$ cat src/rtl/switch_xbar.sv
// NxN crossbar: per-output FIFO, input selected by a daisy-chained config.
// Optional SWITCH_FWD_CNT_EN adds per-output saturating forwarded-word counters.
module switch_xbar #(
  parameter int NUM_PORTS  = 4,
  parameter int DATA_W     = 32,
  parameter int FIFO_DEPTH = 4,
  parameter int CNT_W      = 8
) (
  input  logic                              clk,
  input  logic                              rst_n,
  input  logic [NUM_PORTS-1:0]              in_valid,
  input  logic [NUM_PORTS-1:0][DATA_W-1:0]  in_data,
  output logic [NUM_PORTS-1:0]              in_ready,
  output logic [NUM_PORTS-1:0]              out_valid,
  output logic [NUM_PORTS-1:0][DATA_W-1:0]  out_data,
  input  logic [NUM_PORTS-1:0]              out_ready,
  input  logic                              cfg_in_valid,
  input  logic [CNT_W-1:0]                  cfg_in_count,
  input  logic [$clog2(NUM_PORTS)-1:0]      cfg_in_port,
  input  logic [$clog2(NUM_PORTS)-1:0]      cfg_in_src,
  input  logic                              cfg_in_enable,
  output logic                              cfg_out_valid,
  output logic [CNT_W-1:0]                  cfg_out_count,
  output logic [$clog2(NUM_PORTS)-1:0]      cfg_out_port,
  output logic [$clog2(NUM_PORTS)-1:0]      cfg_out_src,
  output logic                              cfg_out_enable
`ifdef SWITCH_FWD_CNT_EN
  ,
  output logic [NUM_PORTS-1:0][15:0]        fwd_cnt
`endif
);

  localparam int PW = $clog2(NUM_PORTS);
  localparam int AW = $clog2(FIFO_DEPTH);
  localparam logic [PW:0] NP = (PW+1)'(NUM_PORTS);

  logic [NUM_PORTS-1:0]          en;
  logic [NUM_PORTS-1:0][PW-1:0]  src;
  logic [NUM_PORTS-1:0][AW:0]    wp;
  logic [NUM_PORTS-1:0][AW:0]    rp;
  logic [DATA_W-1:0]             mem [NUM_PORTS][FIFO_DEPTH];

  logic [NUM_PORTS-1:0] full;
  logic [NUM_PORTS-1:0] empty;
  logic [NUM_PORTS-1:0] push;
  logic [NUM_PORTS-1:0] pop;
  logic                 cfg_fwd;
  logic                 cfg_wr;

  // Extra pointer MSB distinguishes full from empty.
  always_comb begin
    for (int j = 0; j < NUM_PORTS; j++) begin
      empty[j]    = (wp[j] == rp[j]);
      full[j]     = (wp[j] == {~rp[j][AW], rp[j][AW-1:0]});
      out_valid[j] = !empty[j];
      out_data[j]  = mem[j][rp[j][AW-1:0]];
      pop[j]       = !empty[j] && out_ready[j];
    end
  end

  always_comb begin
    for (int i = 0; i < NUM_PORTS; i++) begin
      in_ready[i] = 1'b1;
      for (int j = 0; j < NUM_PORTS; j++) begin
        if (en[j] && src[j] == PW'(i) && full[j])
          in_ready[i] = 1'b0;
      end
    end
  end

  always_comb begin
    for (int j = 0; j < NUM_PORTS; j++) begin
      push[j] = en[j] && in_valid[src[j]]
             && in_ready[src[j]];
    end
  end

  assign cfg_fwd = cfg_in_valid && (cfg_in_count != '0);
  assign cfg_wr  = cfg_in_valid && (cfg_in_count == '0)
                && ({1'b0, cfg_in_port} < NP)
                && ({1'b0, cfg_in_src} < NP);

  always_ff @(posedge clk or negedge rst_n) begin
    if (!rst_n) begin
      en  <= '0;
      src <= '0;
    end else if (cfg_wr) begin
      en[cfg_in_port]  <= cfg_in_enable;
      src[cfg_in_port] <= cfg_in_src;
    end
  end

  always_ff @(posedge clk or negedge rst_n) begin
    if (!rst_n) begin
      cfg_out_valid  <= 1'b0;
      cfg_out_count  <= '0;
      cfg_out_port   <= '0;
      cfg_out_src    <= '0;
      cfg_out_enable <= 1'b0;
    end else begin
      unique case (1'b1)
        cfg_fwd: begin
          cfg_out_valid  <= 1'b1;
          cfg_out_count  <= cfg_in_count - CNT_W'(1);
          cfg_out_port   <= cfg_in_port;
          cfg_out_src    <= cfg_in_src;
          cfg_out_enable <= cfg_in_enable;
        end
        default: begin
          cfg_out_valid  <= 1'b0;
          cfg_out_count  <= '0;
          cfg_out_port   <= '0;
          cfg_out_src    <= '0;
          cfg_out_enable <= 1'b0;
        end
      endcase
    end
  end

  always_ff @(posedge clk or negedge rst_n) begin
    if (!rst_n) begin
      wp <= '0;
      rp <= '0;
    end else begin
      for (int j = 0; j < NUM_PORTS; j++) begin
        if (push[j]) wp[j] <= wp[j] + (AW+1)'(1);
        if (pop[j])  rp[j] <= rp[j] + (AW+1)'(1);
      end
    end
  end

  // Storage carries no reset; pointers alone define contents.
  always_ff @(posedge clk) begin
    for (int j = 0; j < NUM_PORTS; j++) begin
      if (push[j])
        mem[j][wp[j][AW-1:0]] <= in_data[src[j]];
    end
  end

`ifdef SWITCH_FWD_CNT_EN
  always_ff @(posedge clk or negedge rst_n) begin
    if (!rst_n) begin
      fwd_cnt <= '0;
    end else begin
      for (int j = 0; j < NUM_PORTS; j++) begin
        if (pop[j] && fwd_cnt[j] != 16'hFFFF)
          fwd_cnt[j] <= fwd_cnt[j] + 16'd1;
      end
    end
  end
`else
  // Counters are not built in this configuration.
`endif

endmodule

$ cat config.mk
export PLATFORM = sky130hd
export DESIGN_NAME = switch_xbar
export DESIGN_NICKNAME = d
export VERILOG_FILES = /design/src/rtl/switch_xbar.sv
export SDC_FILE = /design/constraint.sdc
export NUM_CORES = 1
export LEC_CHECK = 0
export ABC_AREA = 1
export CORE_UTILIZATION = 40
export DETAILED_ROUTE_END_ITERATION = 16
export GPL_TIMING_DRIVEN = 0
export PLACE_DENSITY = 0.58
export SLEW_MARGIN = 20
export SYNTH_ARGS = -nofsm -noshare
export SYNTH_HDL_FRONTEND = slang
export SYNTH_SLANG_ARGS = --single-unit
$ cat constraint.sdc
create_clock -name clk -period 4.8 [get_ports clk]
set_clock_uncertainty 0.05 [all_clocks]
set_input_delay 1.44 -clock clk [delete_from_list [all_inputs] [get_ports clk]]
set_output_delay 1.44 -clock clk [all_outputs]
set_load 0.01 [all_outputs]
==> qor.csv <==
stage,metric,value,unit
outcome,status,"finished, final reports clean",
setup_path,Worst Path Arrival,3170,ps
floorplan,Core Region,60600,um^2
sta,fmax,0.215,GHz
floorplan,Rows,90,
floorplan,Die Area,62600,um^2
power_and_ir_drop,Final Power,0.0159,W
setup_path,Critical Path End Type,output pin,
grt,global route overflow,0,
synth,"count leader, synth",edfxtp_1,
power_and_ir_drop,Switching Power,0.00543,W
clock_network,clk sinks,562,
sta,period utilization,97.1,%
sta,TNS Setup,0,ps
setup_path,CP required,3310,ps
synth,largest cells by area after synthesis,"edfxtp_1 62%, o21ai_0 5.5%, dfrtp_1 5.1%",
clock_network,Num CTS Buffers,59,
placed_design,Placer Congestion,0.970,
power_and_ir_drop,leak pwr,10.8,nW
synth,total number of yosys warnings,0,
setup_path,CP Launch Type,register,
synth,cells after synthesis,2075,
clock_network,Clock Latency Late Sink,620,ps
finish,Filler Cells Inserted,5269,
grt,total global-route track usage,26.4,%
synth,sequential fraction of the synthesis area,67.4,%
floorplan,die height,250,um
routing,DRT Pass-1 Iters,6,
synth,"FF+latch count, synth",562,
finish,nets@finish,2629,
job,Max-Cap Viols,0,
synth,Post-synth EDFFs,512,
power_and_ir_drop,Seq pwr share,34.7,%
synth,"Distinct cells, synth",27,
synth,synthesized net count,2249,
sta,setup violators final,0,
sta,min cycle time layout,4660,ps
routing,routed vias/inst,5.83,
sta,Pins Over Slew Limit,0,
clock_network,CTS tree,built,
routing,WL per Instance,25.6,um
synth,ys async rst share,8.90,%
clock_network,Bufs on Longest Clock Path,3,
routing,vias post-DR,19100,
finish,Register Area,16600,um^2
floorplan,IO Count,302,
power_and_ir_drop,Max IR drop VDD,284,uV
power_and_ir_drop,internal power,0.0104,W
synth,Synth top area share,62.4,%
floorplan,Starting Density,40.7,%
finish,Layout area overhead,26.4,%
clock_network,Worst-path clk slew,60,ps
placed_design,dpl hpwl,61300,um
synth,most frequent cells after synthesis,"512 x edfxtp_1, 322 x nor2_1, 273 x o21ai_0",
power_and_ir_drop,Logic pwr share,36.2,%
sta,setup repair after global routing missed its margin,no,
power_and_ir_drop,Net Sw Frac,34.3,%
clock_network,root buf cell,clkbuf_16,
grt,vias in the first global route,18600,
power_and_ir_drop,Clock Power Share,29.1,%
synth,Post-Syn Area,24600,um^2
setup_path,CP Class,register to output pin,
sta,slew at the pin closest to its max-slew limit,854,ps
routing,1st-iter DRT viols,1947,
sta,Rel. slew slack,43.1,%
sta,Fin. Hold Viols,0,
grt,pin count of the biggest net entering global routing,51,
placed_design,placed cell area,29200,um^2
worst_hold_path,Worst Hold Class,register to register,
routing,number of remaining DRC errors,0,
placed_design,port bufs,301,
synth,largest area contributor in the netlist,edfxtp_1,
grt,antenna violations before repair,7,
finish,Final Cell Area,31100,um^2
placed_design,placed cells,3176,
finish,Final Instance Count excl. Fillers,3283,
power_and_ir_drop,power density over cell area,509,nW/um^2
clock_network,H-tree levels,2,
routing,DRT antenna net count,0,
synth,"Avg Cell Area, Syn",11.9,um^2
routing,WL final,84100,um
setup_path,crit path max fanout,10,
grt,first-pass GRT wire length,122000,um
finish,share of layout cells above drive strength 1,6.40,%
synth,Synth Flop Type,edfxtp_1,
floorplan,die width,250,um
finish,multi-input logic area,7040,um^2
[through the flow]
stage          setup WS, ps  hold WS (ps)  utilization, %
2_1_floorplan           952           403               -
3_3_place_gp          -1020           425            47.3
3_5_place_dp            724           441            48.2
4_1_cts                48.5           456            51.4
5_1_grt                5.62           497            51.4
6_report                140           465            51.4
[logic make-up after synthesis]
kind of cell	after synthesis	share of synthesized area, %
xor+xnor	16	0.599
simple gates	520	8.94
fa+ha+maj	22	1.12
flops	562	67.4
buf+inv	285	4.35
compound gates	670	17.5
[power by group through the flow]
stage | Clock, W | Sequential [W] | Combinational, W
2_1_floorplan | 0 | 0.00558 | 0.00265
3_3_place_gp | 0 | 0.00561 | 0.00567
3_5_place_dp | 0 | 0.00561 | 0.00572
4_1_cts | 0.00468 | 0.00551 | 0.00575
5_1_grt | 0.00486 | 0.00552 | 0.00614
6_report | 0.00462 | 0.00551 | 0.00573
[state kept, by name, indices dropped and copies added (netlist names)]
name and flops:
cfg_out_count 8, cfg_out_enable 1, cfg_out_port 2, cfg_out_src 2, cfg_out_valid 1, en 4, mem 512, rp 12
src 8, wp 12
[layout make-up]
class | count | share of cell area (%)
buffer | 131 | 1.61
clock inverter | 32 | 1.21
antenna | 2 | 0.0161
inverter | 154 | 1.86
sequential | 562 | 53.4
multi-input combinational | 1228 | 22.6
tap | 782 | 3.14
clock buffer | 73 | 5.00
timing repair buffer | 319 | 11.2
[path summary, 6_finish.rpt]
| path | from | to | slack [ps] | depth (start not counted) |
|---|---|---|---|---|
| worst max-delay path | rp[0] | out_data[2] | 140 | 6 |
| worst min-delay path | en[0] | en[0] | 460 | 2 |
| worst max register to register | rp[4] | mem[0][9] | 1660 | 13 |
| worst min register to register | en[0] | en[0] | 460 | 2 |
| max in group asynchronous | rst_n | cfg_out_count[3] | 3680 | 2 |
| min in group asynchronous | rst_n | rp[5] | 740 | 2 |
[cells in the final DEF, fill, tap and decap left out, types with 29 or more instances in the layout]
master           count
edfxtp_1           512
dfrtp_1             50
a22oi_1            129
o221ai_1           128
nor2_1             318
clkbuf_16           59
clkdlybuf4s50_1    300
nand2_1            114
nand3_1             29
inv_1              147
o21ai_0            273
clkbuf_1           131
o22ai_1            134
[critical path, stage by stage, from the launching register on]
cell and delay, ps:
dfrtp_1 400, inv_1 90, clkbuf_1 440, clkbuf_1 490, nor2_1 80, o22ai_1 390
clkdlybuf4s50_1 650
[per-layer routing]
metal  global-route usage [%]  wire length [um]  vias up
met1                     36.9             35700     9494
li1                         -                 -     8581
met3                     6.83              8100      125
met5                        0                65        -
met4                     6.08              1590       10
met2                     41.3             38600      928
[timing repair]
item | 4_1_cts | 5_1_grt
endpoints found under the setup margin | 0 | 8
hold buffers | 0 | 0
gates resized for setup | 0 | 12
setup buffers | 0 | 0
Note: power is estimated with default switching activity, not from simulation.
